## config.mk

```make
export PLATFORM = sky130hd
export DESIGN_NAME = uart_rx
export DESIGN_NICKNAME = d
export VERILOG_FILES = /design/src/rtl/uart_rx.sv
export SDC_FILE = /design/constraint.sdc
export NUM_CORES = 1
export LEC_CHECK = 0
export BUFFER_PORTS_ARGS = -buffer_cell sky130_fd_sc_hd__buf_2
export CAP_MARGIN = 20
export CORE_MARGIN = 1.5
export CORE_UTILIZATION = 33
export CTS_BUF_LIST = sky130_fd_sc_hd__clkbuf_4 sky130_fd_sc_hd__clkbuf_8
export CTS_CLUSTER_DIAMETER = 100
export DETAILED_ROUTE_END_ITERATION = 7
export PLACE_DENSITY = 0.47
export SLEW_MARGIN = 20
export SYNTH_ARGS = -nofsm -noshare
export SYNTH_HDL_FRONTEND = slang
export SYNTH_SLANG_ARGS = --single-unit
```

## constraint.sdc

```tcl
create_clock -name clk -period 7 [get_ports clk]
set_clock_uncertainty 0.2 [all_clocks]
set_input_delay 0.7 -clock clk [delete_from_list [all_inputs] [get_ports clk]]
set_output_delay 0.7 -clock clk [all_outputs]
set_load 0.02 [all_outputs]
```

## src/rtl/uart_rx.sv

```systemverilog
// 8N1 UART receiver: idle-high line, LSB first, mid-bit sampling, stop-bit framing check.
// Define UART_RX_MAJORITY_EN to take each bit as the 2-of-3 vote of samples at cnt==2,1,0.
module uart_rx #(
  parameter int unsigned CLK_FREQ = 100000000,
  parameter int unsigned BAUD     = 115200
) (
  input  logic       clk,
  input  logic       rst_n,
  input  logic       rx,
  output logic [7:0] rx_data,
  output logic       rx_valid,
  output logic       frame_err,
  output logic       rx_busy
);

  localparam int unsigned CLKS_PER_BIT = CLK_FREQ / BAUD;
  localparam int unsigned HALF_BIT     = CLKS_PER_BIT / 2;
  localparam int unsigned CNT_W        = 13;

  localparam logic [2:0] IDLE      = 3'd0;
  localparam logic [2:0] START     = 3'd1;
  localparam logic [2:0] DATA      = 3'd2;
  localparam logic [2:0] STOP      = 3'd3;
  localparam logic [2:0] WAIT_HIGH = 3'd4;

  logic             rx_m, rx_s, rx_s_d;
  logic [2:0]       state, state_n;
  logic [CNT_W-1:0] cnt, cnt_n;
  logic [2:0]       idx, idx_n;
  logic [7:0]       shift, shift_n;
  logic [7:0]       data_n;
  logic             valid_n, ferr_n, busy_n;
  logic             sample;

  // Two-flop synchroniser plus one delay stage for falling-edge detection
  always_ff @(posedge clk or negedge rst_n) begin
    if (!rst_n) begin
      rx_m   <= 1'b1;
      rx_s   <= 1'b1;
      rx_s_d <= 1'b1;
    end else begin
      rx_m   <= rx;
      rx_s   <= rx_m;
      rx_s_d <= rx_s;
    end
  end

`ifdef UART_RX_MAJORITY_EN
  logic maj_2, maj_1;

  // Capture the two earlier votes; the third is rx_s itself at cnt==0
  always_ff @(posedge clk or negedge rst_n) begin
    if (!rst_n) begin
      maj_2 <= 1'b1;
      maj_1 <= 1'b1;
    end else begin
      if (cnt == CNT_W'(2)) maj_2 <= rx_s;
      if (cnt == CNT_W'(1)) maj_1 <= rx_s;
    end
  end

  assign sample = (maj_2 & maj_1) | (maj_2 & rx_s) | (maj_1 & rx_s);
`else
  assign sample = rx_s;
`endif

  always_ff @(posedge clk or negedge rst_n) begin
    if (!rst_n) begin
      state     <= IDLE;
      cnt       <= '0;
      idx       <= '0;
      shift     <= '0;
      rx_data   <= 8'h00;
      rx_valid  <= 1'b0;
      frame_err <= 1'b0;
      rx_busy   <= 1'b0;
    end else begin
      state     <= state_n;
      cnt       <= cnt_n;
      idx       <= idx_n;
      shift     <= shift_n;
      rx_data   <= data_n;
      rx_valid  <= valid_n;
      frame_err <= ferr_n;
      rx_busy   <= busy_n;
    end
  end

  always_comb begin
    state_n = state;
    cnt_n   = (cnt != '0) ? cnt - CNT_W'(1) : cnt;
    idx_n   = idx;
    shift_n = shift;
    data_n  = rx_data;
    valid_n = 1'b0;
    ferr_n  = 1'b0;
    busy_n  = rx_busy;
    case (state)
      IDLE: begin
        // Only a genuine high-to-low transition starts a frame
        if (rx_s_d && !rx_s) begin
          state_n = START;
          cnt_n   = CNT_W'(HALF_BIT - 1);
          busy_n  = 1'b1;
        end
      end
      START: begin
        if (cnt == '0) begin
          if (sample) begin
            state_n = IDLE;
            busy_n  = 1'b0;
          end else begin
            state_n = DATA;
            cnt_n   = CNT_W'(CLKS_PER_BIT - 1);
            idx_n   = 3'd0;
          end
        end
      end
      DATA: begin
        if (cnt == '0) begin
          shift_n[idx] = sample;
          idx_n        = idx + 3'd1;
          cnt_n        = CNT_W'(CLKS_PER_BIT - 1);
          if (idx == 3'd7) state_n = STOP;
        end
      end
      STOP: begin
        if (cnt == '0) begin
          if (sample) begin
            data_n  = shift;
            valid_n = 1'b1;
            state_n = IDLE;
            busy_n  = 1'b0;
          end else begin
            ferr_n  = 1'b1;
            state_n = WAIT_HIGH;
          end
        end
      end
      WAIT_HIGH: begin
        // Hold off until the line recovers so a break reports a single error
        if (rx_s) begin
          state_n = IDLE;
          busy_n  = 1'b0;
        end
      end
      default: begin
        state_n = IDLE;
        busy_n  = 1'b0;
      end
    endcase
  end

endmodule
```

==> results of run 1 <==
## worst reg2reg max path: cells and delay by family, from the launching register on
| family | cells | cell delay, ns |
|---|---|---|
| AOI/OAI and AO/OA | 3 | 0.51 |
| adders and majority gates | 2 | 0.48 |
| buffers and inverters | 3 | 0.43 |
| DFF | 1 | 0.42 |
| and+or+nand+nor | 2 | 0.76 |
## routing by layer
layer  routed length [µm]  vias up
met3                  180        7
met5                    0        -
li1                     -      734
met4                   58        0
met1                 2210      740
met2                 2050       29
## kinds of logic after synthesis
kind of cell,Yosys count,synth area share
simple gates,69,0.209
xor+xnor,3,0.0123
flops,41,0.481
compound gates,39,0.126
mux,18,0.108
buf+inv,19,0.0339
fa+ha+maj,5,0.0292
## final cells by class
type / count / area [µm²]
Multi-Input combinational cell: 134 / 1040
Fill cell: 640 / 3950
Timing Repair Buffer: 14 / 72.6
Clock inverter: 1 / 7.51
Inverter: 7 / 26.3
Clock buffer: 7 / 90.1
Sequential cell: 41 / 1030
Tap cell: 77 / 96.3
## final timing paths
kind | startpoint | to | slack, ns | cells past startpoint
max | cnt[0] | cnt[0] | 4.10 | 10
min | rx_m | rx_s | 0.16 | 0
max reg2reg | cnt[0] | cnt[0] | 4.10 | 10
min reg2reg | rx_m | rx_s | 0.16 | 0
max in group asynchronous | rst_n | rx_data[2] | 5.70 | 1
min in group asynchronous | rst_n | cnt[5] | 0.33 | 1
## synth_stat cells, types with 6 or more instances
cell | number | area share
a21oi_1 | 11 | 0.026
dfrtp_1 | 38 | 0.44
mux2_2 | 8 | 0.042
inv_1 | 6 | 0.011
nor4_1 | 6 | 0.018
mux2_4 | 8 | 0.056
o21ai_0 | 6 | 0.014
nand2_1 | 10 | 0.018
nor2_1 | 12 | 0.021
clkbuf_1 | 8 | 0.014
or3_1 | 6 | 0.018
## flip-flops by register name (all words and copies together) (netlist names)
register / flops
shift: 8
rx_data: 8
rx_busy: 1
cnt: 13
rx_s_d: 1
idx: 3
rx_s: 1
rx_valid: 1
frame_err: 1
state: 3
rx_m: 1
## per-stage QoR
stage	utilization	power, mW	hold WS, ns	std cells
floorplan	-	0.424	0.145	194
global placement	0.358	0.462	0.150	273
detailed placement	0.358	0.467	0.149	273
CTS	0.374	0.634	0.161	281
global route	0.374	0.671	0.163	281
finish	0.374	0.629	0.159	281
## power breakdown
part           leakage [nW]  total, mW  internal (mW)  switching [mW]
Sequential            0.532      0.311          0.266          0.0444
Clock                0.0479      0.167         0.0841          0.0832
Combinational         0.453      0.151         0.0721          0.0791
Total                  1.03      0.629          0.423           0.207
==> results.toml, run 1 <==
[floorplanning]
initial_core_util = 0.339
num_rows = 29
ioPinCount = 14
die_area_mm2 = 0.00698
die_w_um = 83.5
die_y_um = 83.5
core_mm2 = 0.00631

[global_routing]
grt_usage = 0.137
first_global_vias = 1514
use_met3 = 0.0317
antenna_found_initial = 0
grt_overflow_total = 0
grt_first_pass_wirelength_um = 7660
grt_max_degree = 42
grt_util_met2 = 0.206
grtUsageMet1 = 0.196
grt.busiest_layer = "met2"

[placement]
place_ws_ns = 4.11
dpl.hpwl_um = 3150
gp_congestion = 0.780
portBuffers = 13
dpl_cell_area_mm2 = 0.00226

[clock_network]
cts_sinks = 41
cts_setup_buffers = 0
numCtsBuffers = 5
insertion_delay_ns = 0.29
holdBufCountCts = 0
cts_tree = "built"
clock-root-buffer = "clkbuf_8"
cts.htree.levels = 2
cts_buffer_depth = 2
ctsResizeCount = 0
clk_pin_slew_ns = 0.07

[synth]
synth_cells = 194
synth_cell_types = 56
netlist_area_mm2 = 0.00214
yosys_warnings = 0
synthFlopType = "dfrtp_1"
avgSynthCellArea_um2 = 11.0
synth_edf_count = 0
ys_seq_area_frac = 0.481
synth.net_count = 202
synth_seq_cells = 41
async_flop_share = 1.00

[critical_path]
endpoint_kind = "register"
worstPathArrival_ns = 2.88
cp_slowest_cell = "or4b_4"
path_cells = "inv_1, ha_1, or4b_4, nor4_2, buf_4, inv_2, ha_1, a21oi_1, o221ai_1, a41o_1"
crit_required_ns = 6.98
cp_common_cell = "ha_1"
path_class = "reg -> reg"
critical-path-top-delay-family = "simple AND/OR/NAND/NOR gates"
cp-start-kind = "register"
critical_path.max_stage_delay_ns = 0.49
critPathBufInv = 3
crit_fanout = 11

[cells_and_area]
final_cell_mix = "dfrtp_1 (38), buf_2 (13), nor2_1 (12)"
drive_gt1_frac = 0.265
layout_commonest_cell = "dfrtp_1"
antenna_cells = 0
design_area_mm2 = 0.00236
syn2layout_area_growth_pct = 10.3
nets = 211

[routing]
wl_um = 4500
routedWlPerCell_um = 16.0
post-route-drc-count = 0
drtAntennaViolNets = 0
drt_first_pass_iters = 4
route.vias.total = 1510
viasPerCell = 5.37
drt_iter0_drc = 81

[timing]
clock.fmax_mhz = 345
slew_headroom = 0.397
setup_ws_ns = 4.10
drv_slew = 0
rsz0062_at_grt = "no"
fin_crit_ns = 2.90
worst_pin_slew_ns = 0.905
setup_viol = 0
hold_violations = 0
tns_ns = 0
post-route-period-util = 0.414

[power]
power_density_mw_per_mm2 = 267
p_leak_nw = 1.03
vdd_drop_max_mv = 0.0934

[status]
outcome = "completed"

[run]
maxCapViolCount = 0

[min_path]
min_path_type = "reg -> reg"
(Power assumes the default switching activity.)
==> inputs of run 2 (changes only) <==
Settings changed: PLACE_DENSITY 0.47 to 0.48.
Clock period 7 ns to 2.6 ns, I/O delays scaled along.
==> run 2 against run 1 <==
Worst hold slack improved by 0.0018 ns. Sequential share of layout area shrank 4.8 points. Cell area grew 12%. Clock power grew to 3.1 times the previous value. Register-to-register slack got worse by 4.0 ns. Maximum frequency up 14%. Sequential cell count stayed put. Critical path depth is 4 lower. Setup slack worse by 4.0 ns. First-iteration DRC count shrank 12%.
==> results.toml, run 2 (synthesized netlist as in run 1, its figures left out) <==
[global_routing]
grt_max_degree = 42
grt_first_pass_wirelength_um = 7760
grt_usage = 0.138
antenna_found_initial = 0
grt_overflow_total = 0
first_global_vias = 1579

[timing]
drv_slew = 0
worst_pin_slew_ns = 0.892
rsz0062_at_grt = "yes"
clock.fmax_mhz = 394
setup_ws_ns = 0.0648
post-route-period-util = 0.975
setup_viol = 0
hold_violations = 0
holdWs_ns = 0.160
slew_headroom = 0.405
fin_crit_ns = 2.54

[routing]
wl_um = 4480
viasPerCell = 5.18
drt_first_pass_iters = 4
drt_iter0_drc = 71
route.vias.total = 1607
routedWlPerCell_um = 14.5
drtAntennaViolNets = 0
post-route-drc-count = 0

[cells_and_area]
layout_commonest_cell = "dfrtp_1"
n_fill_cell = 609
syn2layout_area_growth_pct = 24.0
final_cell_mix = "dfrtp_1 (38), buf_4 (27), buf_2 (13)"
largest_register = "cnt"
nets = 240
drive_gt1_frac = 0.369
final_util = 0.420
antenna_cells = 0
largest_reg_flops = 13
largest_registers = "cnt: 13 flops, rx_data: 8 flops, shift: 8 flops"

[power]
p_total_mw = 1.97
vdd_drop_max_mv = 0.375
power_density_mw_per_mm2 = 743
p_leak_nw = 1.18

[clock_network]
numCtsBuffers = 5
cts.htree.levels = 2
cts_tree = "built"
clock-root-buffer = "clkbuf_8"
clk_pin_slew_ns = 0.08
insertion_delay_ns = 0.29
cts_buffer_depth = 2
cts_sinks = 41

[placement]
place_ws_ns = -0.0184
dpl.hpwl_um = 3210
portBuffers = 13
gp_congestion = 0.782

[floorplanning]
die_area_mm2 = 0.00698
die_y_um = 83.5
ioPinCount = 14
die_w_um = 83.5
initial_core_util = 0.339
num_rows = 29
core_mm2 = 0.00631

[critical_path]
endpoint_kind = "register"
crit_fanout = 8
reg2reg_depth = 6
r2r_slack_ns = 0.06
cp-start-kind = "register"
path_class = "reg -> reg"
worstPathArrival_ns = 2.52
crit_required_ns = 2.58
cp_slowest_cell = "or4_4"
path_cells = "inv_2, ha_4, or4b_4, or4_4, nor2_8, mux2_4"
reg2reg_from = "cnt[1]"
worstReg2RegEnd = "rx_data[5]"
critical_path.max_stage_delay_ns = 0.55

[status]
outcome = "completed"

[min_path]
min_from = "rx_m"
min_path_type = "reg -> reg"
hold_depth = 0
min_to = "rx_s"

[run]
maxCapViolCount = 0
-- run 2: cell types whose count changed in the layout (fill, tap and decap cells not counted), moves of 2 or more --
cell and delta:
ha_4 +2, buf_4 +26, inv_1 -2, ha_1 -2, dlygate4sd3_1 +2, inv_2 +2
-- run 2: worst max path at each step --
stage | slack, ns | cells after the start | end | from
after floorplan | 0.02 | 9 | cnt[0] | cnt[0]
after global placement | 0.01 | 9 | cnt[0] | cnt[0]
after detailed placement | -0.02 | 9 | cnt[0] | cnt[1]
after CTS | 0.008 | 6 | rx_data[4] | cnt[1]
after global routing | -0.03 | 10 | cnt[0] | cnt[1]
final | 0.06 | 6 | rx_data[5] | cnt[1]
-- run 2: worst max-delay path, delay by kind of cell (launching register included) --
kind | cells | cell delay (ns)
muxes | 1 | 0.32
buffers and inverters | 1 | 0.09
adders and majority gates | 1 | 0.13
DFF | 1 | 0.39
and+or+nand+nor | 3 | 1.29
-- run 2: area by class of cell --
| cell class | count | area, µm² | area share |
|---|---|---|---|
| clock buffers | 5 | 68.8 | 0.0259 |
| multi-input cells | 134 | 1090 | 0.410 |
| well taps | 77 | 96.3 | 0.0363 |
| clock inverters | 3 | 46.3 | 0.0174 |
| flip-flops and latches | 41 | 1030 | 0.388 |
| repair buffers | 43 | 299 | 0.113 |
| inverters | 7 | 26.3 | 0.00990 |
-- run 2: what timing repair did --
item / in CTS / in global routing
endpoints found under the setup margin: 2 / 10
gates resized for setup: 1 / 8
endpoints found under the hold margin: 39 / 0
pin swaps: 2 / 4
hold buffers: 2 / 0
buffers inserted: 0 / 4
-- run 2: layer usage --
metal  routed length, µm  GRT usage
met2                2090      0.216
met1                2230      0.190
met4                  58     0.0447
met5                   0          0
met3                 104     0.0297
-- run 2: metrics by stage --
stage,cell area [µm²],instances,setup TNS [ns]
after floorplan,2140,194,0
after global placement,2430,296,0
after detailed placement,2430,296,-0.0184
after CTS,2580,306,0
after global routing,2650,310,-0.0659
final,2650,310,0
-- run 2: report_power, final --
part	switching (mW)	internal, mW
Combinational	0.328	0.351
Sequential	0.0567	0.717
Clock	0.231	0.287
==> inputs of run 3 (changes only) <==
Settings changed: CTS_BUF_LIST sky130_fd_sc_hd__clkbuf_4 sky130_fd_sc_hd__clkbuf_8 to sky130_fd_sc_hd__clkbuf_4.
==> run 3 against run 2 <==
Cell count is the same. Sequential power is essentially flat. Global-route usage is essentially flat. Critical endpoint unchanged. Clock power shrank 19%. Die area is the same. Critical path type unchanged.
==> results.toml, run 3 (synthesized netlist as in run 1, its figures left out) <==
[status]
outcome = "completed"

[timing]
fin_crit_ns = 2.54
worst_pin_slew_ns = 0.897
hold_violations = 0
clock.fmax_mhz = 394
holdWs_ns = 0.166
post-route-period-util = 0.976
setup_viol = 0
slew_headroom = 0.402
drv_slew = 0
setup_ws_ns = 0.0630

[global_routing]
grt_first_pass_wirelength_um = 7730
first_global_vias = 1587
grt_max_degree = 42
grt_overflow_total = 0
grt_usage = 0.137
antenna_found_initial = 0

[clock_network]
numCtsBuffers = 5
cts_sinks = 41
clk_pin_slew_ns = 0.13
insertion_delay_ns = 0.35
clock-root-buffer = "clkbuf_4"
cts.htree.levels = 2
cts_tree = "built"
cts_buffer_depth = 2

[critical_path]
reg2reg_from = "cnt[1]"
worstPathArrival_ns = 2.59
path_class = "reg -> reg"
crit_required_ns = 2.65
reg2reg_depth = 6
crit_fanout = 8
crit_path_start = "cnt[1]"
endpoint_kind = "register"
cp-start-kind = "register"

[cells_and_area]
largest_register = "cnt"
layout_commonest_cell = "dfrtp_1"
largest_reg_flops = 13
final_cell_mix = "dfrtp_1 (38), buf_4 (27), buf_2 (13)"
nets = 240
antenna_cells = 0
drive_gt1_frac = 0.369
largest_registers = "cnt: 13 flops, rx_data: 8 flops, shift: 8 flops"
syn2layout_area_growth_pct = 22.6

[placement]
gp_congestion = 0.782
portBuffers = 13
dpl.hpwl_um = 3210
place_ws_ns = -0.0184

[floorplanning]
initial_core_util = 0.339
core_mm2 = 0.00631
die_y_um = 83.5
die_area_mm2 = 0.00698
num_rows = 29
die_w_um = 83.5
ioPinCount = 14

[routing]
drt_first_pass_iters = 4
wl_um = 4480
routedWlPerCell_um = 14.5
viasPerCell = 5.22
drtAntennaViolNets = 0
drt_iter0_drc = 59
post-route-drc-count = 0
route.vias.total = 1619

[power]
p_total_mw = 1.87
vdd_drop_max_mv = 0.348
power_density_mw_per_mm2 = 715
p_leak_nw = 1.17

[min_path]
hold_depth = 0
min_from = "rx_m"
min_path_type = "reg -> reg"

[run]
maxCapViolCount = 0
-- run 3: through the flow --
step	cell area [µm²]	TNS [ns]	util	cells
after floorplan	2140	0	-	194
after global placement	2430	0	0.386	296
after detailed placement	2430	-0.0184	0.386	296
after CTS	2550	0	0.403	306
after global routing	2620	-0.0322	0.415	310
final	2620	0	0.415	310
-- run 3: repair_timing --
item	in CTS	in global routing
hold endpoints to repair	39	0
buffers inserted	0	4
gates resized for setup	1	8
cloned	0	0
endpoints found under the setup margin	1	10
hold buffers	2	0
pin swaps	2	5
-- run 3: where the power goes --
part	switching [mW]	internal [mW]	leakage (nW)	total, mW
registers	0.0564	0.717	0.532	0.774
logic	0.328	0.351	0.594	0.679
clock network	0.218	0.204	0.0414	0.422
total	0.603	1.27	1.17	1.87
-- run 3: layer usage --
metal  GRT usage  routed length (µm)
met5           0                   0
met3      0.0297                  94
met2       0.217                2100
met1       0.187                2230
met4      0.0492                  64
-- run 3: path summary, 6_finish.rpt --
check / endpoint / slack, ns
setup / recovery: rx_data[5] / 0.06
hold / removal: rx_s / 0.17
setup reg to reg: rx_data[5] / 0.06
max in group asynchronous: rx_busy / 1.28
hold reg to reg: rx_s / 0.17
min in group asynchronous: rx_data[3] / 0.36
-- run 3: cell type report --
cell class                      count  area, µm²
Clock buffer                        5       37.5
Fill cell                         613       3690
Sequential cell                    41       1030
Timing Repair Buffer               43        299
Multi-Input combinational cell    134       1090
Tap cell                           77       96.3
Inverter                            7       26.3
Clock inverter                      3       46.3
-- run 3: critical path, stage by stage, from the launching register on --
cell and delay [ns]:
dfrtp_1 0.41, inv_2 0.09, ha_4 0.13, or4b_4 0.49
or4_4 0.55, nor2_8 0.25, mux2_4 0.32
